==> config.mk <==
export PLATFORM = sky130hd
export DESIGN_NAME = mdom_wvb_hdr_serializer
export DESIGN_NICKNAME = d
export VERILOG_FILES = /design/src/rtl/mdom_wvb_hdr_serializer_pkg.sv /design/src/rtl/mdom_wvb_hdr_serializer.sv
export SDC_FILE = /design/constraint.sdc
export NUM_CORES = 1
export LEC_CHECK = 0
export CAP_MARGIN = 20
export CORE_MARGIN = 2
export CORE_UTILIZATION = 50
export CTS_CLUSTER_SIZE = 10
export DETAILED_ROUTE_END_ITERATION = 6
export DONT_BUFFER_PORTS = 1
export MAX_ROUTING_LAYER = met4
export PLACE_DENSITY = 0.64
export SLEW_MARGIN = 0
export SYNTH_ARGS = -nofsm -noshare
export SYNTH_HDL_FRONTEND = slang
export SYNTH_SLANG_ARGS = --single-unit
==> constraint.sdc <==
create_clock -name clk -period 12.5 [get_ports clk]
set_clock_uncertainty 0.2 [all_clocks]
set_input_delay 1.875 -clock clk [delete_from_list [all_inputs] [get_ports clk]]
set_output_delay 1.875 -clock clk [all_outputs]
set_load 0.01 [all_outputs]
==> src/rtl/mdom_wvb_hdr_serializer_pkg.sv <==
// -----------------------------------------------------------------------------
// mdom_wvb_hdr_serializer_pkg
//  Shared definitions for the mDOM waveform-buffer header serializer:
//  bundle field offsets, word/length widths, FSM state type and helpers that
//  compute the waveform length and select one output word from a held header.
// -----------------------------------------------------------------------------
package mdom_wvb_hdr_serializer_pkg;

    localparam int P_W        = 112;   // bundle zero-extended to 7 whole words
    localparam int N_WORDS    = 8;     // 7 header words + 1 length word
    localparam int LEN_W      = 13;    // length range 1..4096
    localparam int ADDR_W     = 12;    // waveform buffer address width
    localparam int START_LSB  = 49;    // start_addr[60:49]
    localparam int STOP_LSB   = 61;    // stop_addr[72:61]

    typedef enum logic {
        ST_IDLE = 1'b0,
        ST_SEND = 1'b1
    } state_t;

    // Waveform length in samples; the buffer is circular, so the difference
    // is taken modulo 4096 and stop == start means a single sample.
    function automatic logic [LEN_W-1:0] calc_len(
        input logic [ADDR_W-1:0] start_addr,
        input logic [ADDR_W-1:0] stop_addr
    );
        logic [ADDR_W-1:0] diff;
        diff = stop_addr - start_addr;
        return {1'b0, diff} + 13'd1;
    endfunction

    // Word k of a packet: words 0..6 walk the held header MSB first,
    // word 7 carries the computed length.
    function automatic logic [15:0] word_sel(
        input logic [P_W-1:0]   p,
        input logic [LEN_W-1:0] len,
        input logic [2:0]       k
    );
        logic [15:0] w;
        case (k)
            3'd0:    w = p[111:96];
            3'd1:    w = p[95:80];
            3'd2:    w = p[79:64];
            3'd3:    w = p[63:48];
            3'd4:    w = p[47:32];
            3'd5:    w = p[31:16];
            3'd6:    w = p[15:0];
            3'd7:    w = {3'b000, len};
            default: w = 16'h0000;
        endcase
        return w;
    endfunction

endpackage

==> src/rtl/mdom_wvb_hdr_serializer.sv <==
// -----------------------------------------------------------------------------
// mdom_wvb_hdr_serializer
//  Accepts one 106-bit waveform-buffer header per valid/ready handshake and
//  emits it as 8 x 16-bit words (7 header words MSB first, then the waveform
//  length) with start/end-of-packet flags.
//
//  Ports
//   clk, rst              clock, asynchronous active-high reset
//   hdr_bundle/valid/ready header input handshake
//   dout, dout_valid       serialised word stream (registered)
//   dout_sop, dout_eop     first / last word of a packet (registered)
//   dout_ready             downstream accept
//   busy                   a packet is in flight
//   hdr_cnt                headers fully sent, wraps modulo 2^CNT_W
// -----------------------------------------------------------------------------
module mdom_wvb_hdr_serializer
    import mdom_wvb_hdr_serializer_pkg::*;
#(
    parameter int BUNDLE_W = 106,
    parameter int WORD_W   = 16,
    parameter int CNT_W    = 16
) (
    input  logic                clk,
    input  logic                rst,
    input  logic [BUNDLE_W-1:0] hdr_bundle,
    input  logic                hdr_valid,
    output logic                hdr_ready,
    output logic [WORD_W-1:0]   dout,
    output logic                dout_valid,
    output logic                dout_sop,
    output logic                dout_eop,
    input  logic                dout_ready,
    output logic                busy,
    output logic [CNT_W-1:0]    hdr_cnt
);

    state_t              state_r;
    logic [2:0]          idx_r;
    logic [P_W-1:0]      hold_r;
    logic [LEN_W-1:0]    len_r;
    logic [WORD_W-1:0]   dout_r;
    logic                dout_valid_r;
    logic                sop_r;
    logic                eop_r;
    logic [CNT_W-1:0]    hdr_cnt_r;

    logic                accept_s;
    logic [P_W-1:0]      p_in_s;
    logic [LEN_W-1:0]    len_in_s;

    // Ready while idle, or on the last word of a packet when that word is
    // being taken; this lets headers stream back-to-back at 8 cycles each.
    assign hdr_ready = (state_r == ST_IDLE) |
                       ((state_r == ST_SEND) & (idx_r == 3'd7) & dout_ready);
    assign accept_s  = hdr_valid & hdr_ready;

    assign p_in_s   = {{(P_W-BUNDLE_W){1'b0}}, hdr_bundle};
    assign len_in_s = calc_len(hdr_bundle[START_LSB +: ADDR_W],
                               hdr_bundle[STOP_LSB  +: ADDR_W]);

    assign dout       = dout_r;
    assign dout_valid = dout_valid_r;
    assign dout_sop   = sop_r;
    assign dout_eop   = eop_r;
    assign hdr_cnt    = hdr_cnt_r;
    assign busy       = (state_r == ST_SEND);

    // Serializer FSM with registered word/flag outputs; the output registers
    // are loaded with the word for the index being entered.
    always_ff @(posedge clk or posedge rst) begin
        if (rst) begin
            state_r      <= ST_IDLE;
            idx_r        <= 3'd0;
            hold_r       <= '0;
            len_r        <= '0;
            dout_r       <= '0;
            dout_valid_r <= 1'b0;
            sop_r        <= 1'b0;
            eop_r        <= 1'b0;
            hdr_cnt_r    <= '0;
        end else begin
            case (state_r)
                ST_IDLE: begin
                    if (accept_s) begin
                        hold_r       <= p_in_s;
                        len_r        <= len_in_s;
                        idx_r        <= 3'd0;
                        state_r      <= ST_SEND;
                        dout_r       <= p_in_s[P_W-1 -: WORD_W];
                        dout_valid_r <= 1'b1;
                        sop_r        <= 1'b1;
                        eop_r        <= 1'b0;
                    end else begin
                        state_r      <= ST_IDLE;
                    end
                end
                ST_SEND: begin
                    if (dout_ready) begin
                        if (idx_r == 3'd7) begin
                            hdr_cnt_r <= hdr_cnt_r + {{(CNT_W-1){1'b0}}, 1'b1};
                            if (accept_s) begin
                                // Chain straight into the next header.
                                hold_r       <= p_in_s;
                                len_r        <= len_in_s;
                                idx_r        <= 3'd0;
                                dout_r       <= p_in_s[P_W-1 -: WORD_W];
                                dout_valid_r <= 1'b1;
                                sop_r        <= 1'b1;
                                eop_r        <= 1'b0;
                            end else begin
                                state_r      <= ST_IDLE;
                                idx_r        <= 3'd0;
                                dout_r       <= '0;
                                dout_valid_r <= 1'b0;
                                sop_r        <= 1'b0;
                                eop_r        <= 1'b0;
                            end
                        end else begin
                            idx_r  <= idx_r + 3'd1;
                            dout_r <= word_sel(hold_r, len_r, idx_r + 3'd1);
                            sop_r  <= 1'b0;
                            eop_r  <= (idx_r == 3'd6);
                        end
                    end else begin
                        // Stalled: every output register holds.
                        state_r <= ST_SEND;
                    end
                end
                default: begin
                    state_r      <= ST_IDLE;
                    dout_valid_r <= 1'b0;
                end
            endcase
        end
    end

endmodule

==> results.yml, run 1 <==
pwr:
  power.combinational.fraction_pct: 33.2
  switchingPower_w: 0.000775
  power.static_leakage_nw: 4.24
  internal_power_w: 0.00135
  power.clock.fraction_pct: 25.9
  sequentialPowerShare_pct: 40.9
  power.density_cell_area_nw_per_um2: 245
  swShare_pct: 36.5
  peakVddDrop_mv: 0.108
logic_synthesis:
  synth.cell_area_um2: 7890
  synth-xor-area-share_pct: 3.33
  synth_nets: 1013
  synth_area_in_compound_gates_pct: 14.9
  ys_ff_latch: 158
  avgSynthCellArea_um2: 8.93
  yosys.cell_types.count: 54
  synth-main-ff-cell: "sky130_fd_sc_hd__dfrtp_1"
  sequential_fraction_of_the_synthesis_area_pct: 50.1
  async_flop_share_pct: 100
  post_synthesis_instance_total: 883
  number_of_flops_mapped_to_enable_cells_by_yosys: 0
  dominant_combinational_cell_family_by_area_after_synthesis: "simple AND/OR/NAND/NOR gates"
  yosysWarningCount: 0
  synthAdderAreaFrac_pct: 3.27
  synth_simple_gate_area_share_pct: 21.6
  synth.mux.area_fraction_pct: 2.82
worst_setup_path:
  worst-path-buf-inv: 0
  start_kind: "primary input"
  critical_path_arrival_ps: 2230
  critPathCaptureType: "output port"
  crit_path_cell_trace: "nand2_1 > nand2_1"
  worstSetupPathType: "in -> out"
  cpPeakStageDelay_ps: 260
  critical_path_required_ps: 10430
  path_max_fanout: 7
  cpMostUsedCell: "sky130_fd_sc_hd__nand2_1"
  timing.critical_path.max_delay_family: "simple AND/OR/NAND/NOR gates"
  critPathSlowestCell: "sky130_fd_sc_hd__nand2_1"
clock_network:
  cts.reportedPaths.clkPinSlew_ps: 60
  htree_num_levels: 4
  tritoncts.num_buffers: 17
  post_cts_hold_buffer_count: 0
  cts.path.max_buffers: 2
  clock_insertion_delay_worst_skew_ps: 430
  cts_root_buf: "sky130_fd_sc_hd__clkbuf_16"
  cts_tree: "yes"
  post-cts-setup-buffers: 0
  cts_resized: 0
  cts_sinks: 158
final_layout:
  final_cells: 1082
  layout.filler_cells: 1370
  antenna-diode-count: 0
  post_route_cells_drive_above_1_share_pct: 8.15
  mostFrequentLayoutCells: "341 x sky130_fd_sc_hd__nand2_1, 158 x sky130_fd_sc_hd__dfrtp_1, 38 x sky130_fd_sc_hd__o21ai_0, 33 x sky130_fd_sc_hd__nor2_1, 23 x sky130_fd_sc_hd__inv_1"
  final_cell_area_um2: 8650
  syn2layout_area_growth_pct: 9.74
  final_net_count: 988
  finish.utilization_pct: 56.5
  layout_commonest_cell: "sky130_fd_sc_hd__nand2_1"
die:
  std_cell_rows: 45
  die_area_um2: 16800
  start_util_pct: 51.5
  die-height_um: 130
  i_o_pins: 147
  floorplan.core_area_um2: 15300
  fp.dieW_um: 130
timing:
  max_fclk_mhz: 232
  tightestPinTransition_ps: 1060
  count_of_pins_over_their_slew_limit: 0
  slew_headroom_pct: 29.4
  tns_ps: 0
  min_period_ps: 4310
  final_min_period_over_clock_period_pct: 34.4
  finalSetupViolCount: 0
  hold_violations: 0
  grt_setup_unrepaired: "false"
drt:
  detail-route-antenna-nets: 0
  post_drt_via_cell_ratio: 5.77
  per_cell_routed_wire_length_um: 19.4
  post-route-drc-count: 0
  drt_pass1_iterations: 5
  routed_wl_um: 21000
  dr_total_vias: 6243
  drt_iter0_drc: 550
min_path:
  worstHoldPathType: "reg -> reg"
global_route:
  grt_antenna_before_repair: 0
  track_usage_pct: 26.5
  globalRoute.totalOverflow: 0
  grt_first_pass_wirelength_um: 33000
  grt_start_max_net_pins: 102
  grt_pass1_vias: 6290
run_status:
  outcome: "complete, no violations"
placement:
  port_buffers: 0
  place_hpwl_um: 14500
  placed_cell_area_um2: 8020
  dp.cells: 1050
  finalWeightedCongestion: 0.890
flow_run:
  max_cap_violations: 0
==> power groups by stage <==
stage          clock network [W]  logic [W]  registers [W]
3_5_place_dp                   0   0.000702       0.000872
6_report                0.000549   0.000704       0.000868
2_1_floorplan                  0   0.000537       0.000827
3_3_place_gp                   0   0.000684       0.000862
5_1_grt                 0.000580   0.000794       0.000891
4_1_cts                 0.000557   0.000707       0.000866
==> path summary, 6_finish.rpt <==
kind,startpoint,end,slack [ps],depth (start not counted)
worst max-delay path,dout_ready,hdr_ready,8190,2
worst min-delay path,hold_r[91],hold_r[91],270,2
worst max register to register,idx_r[0],dout[0],9010,11
worst min register to register,hold_r[91],hold_r[91],270,2
max in group asynchronous,rst,hold_r[11],9430,2
min in group asynchronous,rst,dout[14],1280,1
==> registers in the layout (all words and copies together) (netlist names) <==
signal	cells
hold_r	106
dout	16
hdr_cnt	16
len_r	13
idx_r	3
busy	1
dout_eop	1
dout_sop	1
dout_valid	1
==> synthesized netlist by cell type (3+ instances only) <==
cell type	number	area (µm²)
sky130_fd_sc_hd__a211oi_1	5	37.5
sky130_fd_sc_hd__a21o_1	10	75.1
sky130_fd_sc_hd__a21oi_1	11	55.1
sky130_fd_sc_hd__a221o_1	5	50.1
sky130_fd_sc_hd__a221oi_1	21	184
sky130_fd_sc_hd__a222oi_1	8	80.1
sky130_fd_sc_hd__a22o_1	9	78.8
sky130_fd_sc_hd__a22oi_1	8	60.1
sky130_fd_sc_hd__a31oi_1	4	25.0
sky130_fd_sc_hd__a32o_1	4	40.0
sky130_fd_sc_hd__and2_1	5	31.3
sky130_fd_sc_hd__and3_1	7	43.8
sky130_fd_sc_hd__and4_1	4	35.0
sky130_fd_sc_hd__buf_2	7	35.0
sky130_fd_sc_hd__clkbuf_1	43	161
sky130_fd_sc_hd__dfrtp_1	158	3950
sky130_fd_sc_hd__ha_1	19	238
sky130_fd_sc_hd__inv_1	24	90.1
sky130_fd_sc_hd__mux2_2	18	203
sky130_fd_sc_hd__nand2_1	342	1280
sky130_fd_sc_hd__nand3_1	11	55.1
sky130_fd_sc_hd__nor2_1	33	124
sky130_fd_sc_hd__nor2b_1	3	18.8
sky130_fd_sc_hd__nor3_1	8	40.0
sky130_fd_sc_hd__nor4_1	3	18.8
sky130_fd_sc_hd__o211ai_1	3	22.5
sky130_fd_sc_hd__o21a_1	8	60.1
sky130_fd_sc_hd__o21ai_0	38	190
sky130_fd_sc_hd__o22ai_1	3	18.8
sky130_fd_sc_hd__xnor2_1	18	158
sky130_fd_sc_hd__xor2_1	12	105
==> stage by stage <==
| step | setup WS (ps) | total power (W) | hold WS [ps] |
|---|---|---|---|
| after detailed placement | 8050 | 0.00157 | 261 |
| after global routing | 8150 | 0.00227 | 288 |
| after CTS | 8210 | 0.00213 | 275 |
| final | 8190 | 0.00212 | 273 |
| after global placement | 8090 | 0.00155 | 253 |
| after floorplan | 6160 | 0.00136 | 240 |
==> layer usage <==
layer | vias to the layer above | global-route usage (%) | share of wire (%)
met5 | - | - | 0
met4 | 0 | 8.73 | 2.2
met3 | 32 | 6.85 | 6.5
met2 | 208 | 40.2 | 47
met1 | 3064 | 35.0 | 44
li1 | 2939 | - | -
==> logic make-up (layout without fill, tap and decap cells) <==
group / Yosys count / after routing
adders and majority gates: 20 / 20
DFF: 158 / 158
xor gates and xnor gates: 30 / 30
AOI/OAI and AO/OA: 155 / 155
and+or+nand+nor: 423 / 423
muxes: 20 / 20
buffers and inverters: 77 / 65
==> area by class of cell <==
cell class	instances	area [µm²]	area share (%)
Sequential cell	158	3950	45.7
Multi-Input combinational cell	648	3640	42.1
Clock buffer	24	502	5.80
Tap cell	211	264	3.05
Clock inverter	8	129	1.49
Inverter	24	95.1	1.10
Timing Repair Buffer	9	65.1	0.752
Note: power is estimated with default switching activity, not from simulation.
==> run 2: changes to the inputs <==
PLACE_DENSITY = 0.67   (was 0.64)
clock period = 3.91 ns   (was 12.5 ns; I/O delays follow)
==> run 2 against run 1 <==
  * Via count increased by 0.16%
  * Cell count increased by 0.74%
  * Flip-flop and latch count stayed put
  * Critical path type is now reg -> reg
  * Global-route usage is 0.97 points lower
  * Non-clock buffer count up 6
  * Count of clock-buffer cells in the layout is 3 lower
  * Largest cell class unchanged
==> results.yml, run 2 (synthesis gave the netlist of run 1 again) <==
clock_network:
  cts_tree: "yes"
  htree_num_levels: 4
  cts.reportedPaths.clkPinSlew_ps: 60
  tritoncts.num_buffers: 17
  post-cts-setup-buffers: 0
  cts.path.max_buffers: 2
  clock_insertion_delay_worst_skew_ps: 420
  cts_resized: 0
  post_cts_hold_buffer_count: 0
  cts_root_buf: "sky130_fd_sc_hd__clkbuf_16"
  cts_sinks: 158
global_route:
  grt_pass1_vias: 6194
  grt_first_pass_wirelength_um: 32000
  grt_start_max_net_pins: 159
  globalRoute.totalOverflow: 0
  track_usage_pct: 25.6
  grt_antenna_before_repair: 2
final_layout:
  mostFrequentLayoutCells: "341 x sky130_fd_sc_hd__nand2_1, 158 x sky130_fd_sc_hd__dfrtp_1, 38 x sky130_fd_sc_hd__o21ai_0, 33 x sky130_fd_sc_hd__nor2_1, 23 x sky130_fd_sc_hd__inv_1"
  finish.utilization_pct: 56.9
  largest_register: "hold_r"
  final_cell_area_um2: 8710
  syn2layout_area_growth_pct: 10.5
  largest_reg_flops: 106
  layout_commonest_cell: "sky130_fd_sc_hd__nand2_1"
  post_route_cells_drive_above_1_share_pct: 8.67
  final_net_count: 994
die:
  fp.dieW_um: 130
  start_util_pct: 51.5
  i_o_pins: 147
  die_area_um2: 16800
  die-height_um: 130
  std_cell_rows: 45
  floorplan.core_area_um2: 15300
drt:
  detail-route-antenna-nets: 0
  post-route-drc-count: 0
  per_cell_routed_wire_length_um: 18.5
  dr_total_vias: 6253
  routed_wl_um: 20200
  drt_pass1_iterations: 6
  drt_iter0_drc: 444
  post_drt_via_cell_ratio: 5.74
timing:
  final_min_period_over_clock_period_pct: 78.2
  finalSetupViolCount: 0
  min_period_ps: 3060
  tns_ps: 0
  max_fclk_mhz: 327
  count_of_pins_over_their_slew_limit: 0
  grt_setup_unrepaired: "false"
  hold_violations: 0
  tightestPinTransition_ps: 883
  slew_headroom_pct: 41.2
  hold_ws_ps: 36.6
worst_setup_path:
  path_max_fanout: 12
  timing.critical_path.from: "idx_r[0]"
  critical_path_required_ps: 4010
  crit_path_cell_trace: "ha_1 > ha_1 > buf_4 > and2_0 > nor4_1 > buf_4 > a221oi_1 > nand2_1 > a21o_1 > a221oi_1 > nor2_1"
  crit_end: "dout[1]"
  worstSetupPathType: "reg -> reg"
  origin_of_the_critical_flop_to_flop_path: "idx_r[0]"
  r2r_end: "dout[1]"
  critPathSlowestCell: "sky130_fd_sc_hd__dfrtp_1"
  critPathCaptureType: "flip-flop"
  cpPeakStageDelay_ps: 420
  regToRegSetupSlack_ps: 850
  critical_path_arrival_ps: 3160
  start_kind: "flip-flop"
  r2r_cells: 11
run_status:
  outcome: "complete, no violations"
placement:
  finalWeightedCongestion: 0.864
  place_hpwl_um: 14500
  port_buffers: 0
  placed_cell_area_um2: 8090
pwr:
  peakVddDrop_mv: 0.378
  power.density_cell_area_nw_per_um2: 776
  power.total_w: 0.00677
  power.static_leakage_nw: 4.28
flow_run:
  max_cap_violations: 0
min_path:
  worstHoldPathType: "in -> async"
run 2: final cells by class:
| cell class | instances | area, µm² |
|---|---|---|
| flip-flops and latches | 158 | 3950 |
| well taps | 211 | 264 |
| clock inverters | 11 | 165 |
| clock buffers | 21 | 450 |
| fillers | 1392 | 6600 |
| multi-input cells | 648 | 3640 |
| repair buffers | 15 | 138 |
| inverters | 24 | 93.8 |
| diodes | 2 | 5.00 |
run 2: metal layers:
| metal | GRT usage, % | share of wire (%) | vias up |
|---|---|---|---|
| met5 | - | 0 | - |
| met4 | 9.23 | 2.8 | 0 |
| met3 | 6.56 | 7.2 | 37 |
| met2 | 38.8 | 46 | 230 |
| met1 | 33.3 | 44 | 3025 |
| li1 | - | - | 2961 |
run 2: through the flow:
step	cells	worst slack, ps
5_1_grt	1090	664
3_3_place_gp	1056	838
6_report	1090	854
3_5_place_dp	1056	781
4_1_cts	1088	898
2_1_floorplan	883	1040
run 2: worst min path at each step:
stage	endpoint	slack [ps]	cells past startpoint
floorplan	hold_r[14]	240	2
global placement	hold_r[15]	250	2
detailed placement	hold_r[4]	260	2
CTS	hold_r[60]	60	2
global route	hold_r[42]	60	2
finish	hold_r[91]	40	2
run 2: report_power, final:
group | total [W] | internal, W | switching (W)
Sequential | 0.00278 | 0.00231 | 0.000475
Combinational | 0.00225 | 0.000935 | 0.00132
Clock | 0.00173 | 0.00108 | 0.000645
run 2: critical path: cells and delay by family (launching register included):
| family | cells | cell delay [ps] |
|---|---|---|
| AO/OA/AOI/OAI | 3 | 820 |
| adder cells (fa/ha/maj) | 2 | 500 |
| buffers and inverters | 2 | 380 |
| flip-flops | 1 | 420 |
| AND/OR/NAND/NOR | 4 | 610 |
==> run 3: changes to the inputs <==
ABC_AREA = 1   (was not set)
clock period = 2.64 ns   (was 3.91 ns; I/O delays follow)
==> run 3 against run 2 <==
  * Cell count rose by 23%
  * Combinational power up 47%
  * Global-route usage grew 2.6 points
  * Wire length grew 12%
  * Clock power increased by 48%
  * Non-clock buffer count up 117
  * Sequential share of layout area shrank 6.4 points
  * Worst hold slack got worse by 25 ps
  * First-iteration DRC count rose by 38%
  * Power rose by 49%
  * Via count rose by 14%
==> results.yml, run 3 <==
placement:
  placed_cell_area_um2: 8370
  port_buffers: 0
  dp_slack_ps: 24.8
  place_hpwl_um: 15600
  finalWeightedCongestion: 0.899
timing:
  count_of_pins_over_their_slew_limit: 0
  slew_headroom_pct: 45.0
  finalSetupViolCount: 0
  tns_ps: 0
  final_min_period_over_clock_period_pct: 97.1
  hold_violations: 0
  max_fclk_mhz: 390
  min_period_ps: 2560
  tightestPinTransition_ps: 823
  layout_setup_ws_ps: 75.7
final_layout:
  multi_input_area_um2: 3460
  antenna-diode-count: 0
  largest_reg_flops: 106
  syn2layout_area_growth_pct: 26.1
  post_route_cells_drive_above_1_share_pct: 7.81
  final_cell_area_um2: 10100
  layout_commonest_cell: "sky130_fd_sc_hd__nand2_1"
  largest_register: "hold_r"
  finish.utilization_pct: 64.0
  mostFrequentLayoutCells: "351 x sky130_fd_sc_hd__nand2_1, 158 x sky130_fd_sc_hd__dfrtp_1, 117 x sky130_fd_sc_hd__inv_1, 107 x sky130_fd_sc_hd__dlygate4sd3_1, 104 x sky130_fd_sc_hd__o21ai_0"
  ff_latch_area_um2: 3950
  layout.filler_cells: 1331
  final_net_count: 1245
logic_synthesis:
  synth-xor-area-share_pct: 2.16
  synth_common_cells: "351 x sky130_fd_sc_hd__nand2_1, 158 x sky130_fd_sc_hd__dfrtp_1, 120 x sky130_fd_sc_hd__inv_1, 104 x sky130_fd_sc_hd__o21ai_0, 38 x sky130_fd_sc_hd__nor2_1"
  synth.largest_area_cell: "sky130_fd_sc_hd__dfrtp_1"
  synth-main-ff-cell: "sky130_fd_sc_hd__dfrtp_1"
  synth_nets: 1135
  synthAdderAreaFrac_pct: 3.21
  yosys.cell_types.count: 44
  synth_top_area_share_pct: 49.2
  synth_simple_gate_area_share_pct: 24.8
  library_cell_with_the_highest_instance_count_after_synthesis: "sky130_fd_sc_hd__nand2_1"
  synth.cell_area_um2: 8040
  avgSynthCellArea_um2: 8.00
  post_synthesis_instance_total: 1005
  async_flop_share_pct: 100
  number_of_flops_mapped_to_enable_cells_by_yosys: 0
  synth.mux.area_fraction_pct: 0
  netlist_top_cells_area: "sky130_fd_sc_hd__dfrtp_1 49%, sky130_fd_sc_hd__nand2_1 16%, sky130_fd_sc_hd__o21ai_0 6.5%"
  ys_ff_latch: 158
  synth_area_in_compound_gates_pct: 12.4
  dominant_combinational_cell_family_by_area_after_synthesis: "simple AND/OR/NAND/NOR gates"
  sequential_fraction_of_the_synthesis_area_pct: 49.2
  yosysWarningCount: 0
drt:
  routed_wl_um: 22500
  drt_iter0_drc: 611
  per_cell_routed_wire_length_um: 16.8
  post-route-drc-count: 0
  detail-route-antenna-nets: 0
  post_drt_via_cell_ratio: 5.29
  drt_pass1_iterations: 7
  dr_total_vias: 7103
min_path:
  min_from: "hdr_bundle[55]"
  hold_path_end: "hold_r[55]"
  instance_count_along_the_most_critical_hold_path: 2
  worstHoldPathType: "in -> reg"
pwr:
  power.static_leakage_nw: 5.05
  sequentialPowerShare_pct: 41.8
  power.clock.fraction_pct: 25.4
  power.combinational.fraction_pct: 32.8
  power.total_w: 0.0101
  swShare_pct: 36.5
  peakVddDrop_mv: 0.586
  power.density_cell_area_nw_per_um2: 994
  internal_power_w: 0.00640
  switchingPower_w: 0.00368
global_route:
  grt_antenna_before_repair: 0
  grt_first_pass_wirelength_um: 35300
  globalRoute.totalOverflow: 0
  grt_pass1_vias: 6871
  grt_start_max_net_pins: 99
  track_usage_pct: 28.1
worst_setup_path:
  r2r_end: "dout[6]"
  critical_path_arrival_ps: 2680
  crit_path_cell_trace: "dlygate4sd3_1 > inv_1 > ha_1 > nand2_1 > nor2_1 > nand3_1 > nand4_1 > nand2_1 > nor2_2 > nand2_1 > o21ai_1 > nor2_1"
  cpPeakStageDelay_ps: 530
  regToRegSetupSlack_ps: 100
  cpMostUsedCell: "sky130_fd_sc_hd__nand2_1"
  origin_of_the_critical_flop_to_flop_path: "idx_r[0]"
  critPathSlowestCell: "sky130_fd_sc_hd__dlygate4sd3_1"
  worstSetupPathType: "in -> reg"
  critical_path_required_ps: 2760
  r2r_cells: 10
  critPathCaptureType: "flip-flop"
  path_max_fanout: 6
  start_kind: "primary input"
die:
  i_o_pins: 147
  floorplan.core_area_um2: 15800
  die-height_um: 131
  std_cell_rows: 46
  start_util_pct: 50.8
  die_area_um2: 17100
  fp.dieW_um: 131
clock_network:
  clock_insertion_delay_worst_skew_ps: 430
  cts_tree: "yes"
  tritoncts.num_buffers: 17
  cts.path.max_buffers: 2
  cts_root_buf: "sky130_fd_sc_hd__clkbuf_16"
  cts_sinks: 158
  htree_num_levels: 4
  cts.reportedPaths.clkPinSlew_ps: 60
flow_run:
  max_cap_violations: 0
run_status:
  outcome: "complete, no violations"
-- run 3: how the worst max path moves through the flow --
stage	startpoint	to	slack (ps)
3_3_place_gp	idx_r[0]	dout[6]	50
4_1_cts	idx_r[0]	dout[6]	20
5_1_grt	idx_r[0]	dout[4]	-20
6_report	hdr_bundle[56]	len_r[10]	80
3_5_place_dp	idx_r[0]	dout[6]	20
2_1_floorplan	rst	busy	40
-- run 3: final cells by class --
type | instances | share of cell area, %
Clock buffer | 25 | 4.99
Clock inverter | 6 | 1.04
Inverter | 123 | 4.74
Multi-Input combinational cell | 683 | 34.2
Sequential cell | 158 | 39.0
Tap cell | 216 | 2.67
Timing Repair Buffer | 132 | 13.4
-- run 3: power groups by stage --
stage               Sequential, W  Clock, W  Combinational (W)
finish                    0.00422   0.00256            0.00330
global route              0.00432   0.00269            0.00373
CTS                       0.00419   0.00258            0.00316
detailed placement        0.00421         0            0.00300
global placement          0.00420         0            0.00294
floorplan                 0.00398         0            0.00218
-- run 3: routing by layer --
metal,wire (µm),global-route usage [%]
met1,9780,35.3
met2,10900,44.9
met3,1310,5.54
met4,603,11.6
met5,0,-
-- run 3: cells by family after synthesis --
group                      Yosys count
buffers and inverters              164
adders and majority gates           20
AOI/OAI and AO/OA                  180
xor gates and xnor gates            19
DFF                                158
and+or+nand+nor                    464
-- run 3: worst max-delay path: cells and delay by family --
| family | cells | cell delay [ps] |
|---|---|---|
| AOI/OAI and AO/OA | 1 | 160 |
| and+or+nand+nor | 8 | 1110 |
| adders and majority gates | 1 | 440 |
| buffers and inverters | 2 | 580 |
-- run 3: what timing repair did --
action / in CTS / in global routing
hold buffers: 107 / 0
resized for setup: 0 / 11
endpoints found under the hold margin: 143 / 0
setup endpoints to repair: 0 / 10
setup buffers: 0 / 2
-- run 3: metrics by stage --
stage / hold WS, ps / instances
5_1_grt: 24.5 / 1343
3_5_place_dp: 248 / 1203
4_1_cts: 7.61 / 1341
6_report: 11.5 / 1343
3_3_place_gp: 241 / 1203
2_1_floorplan: 245 / 1005
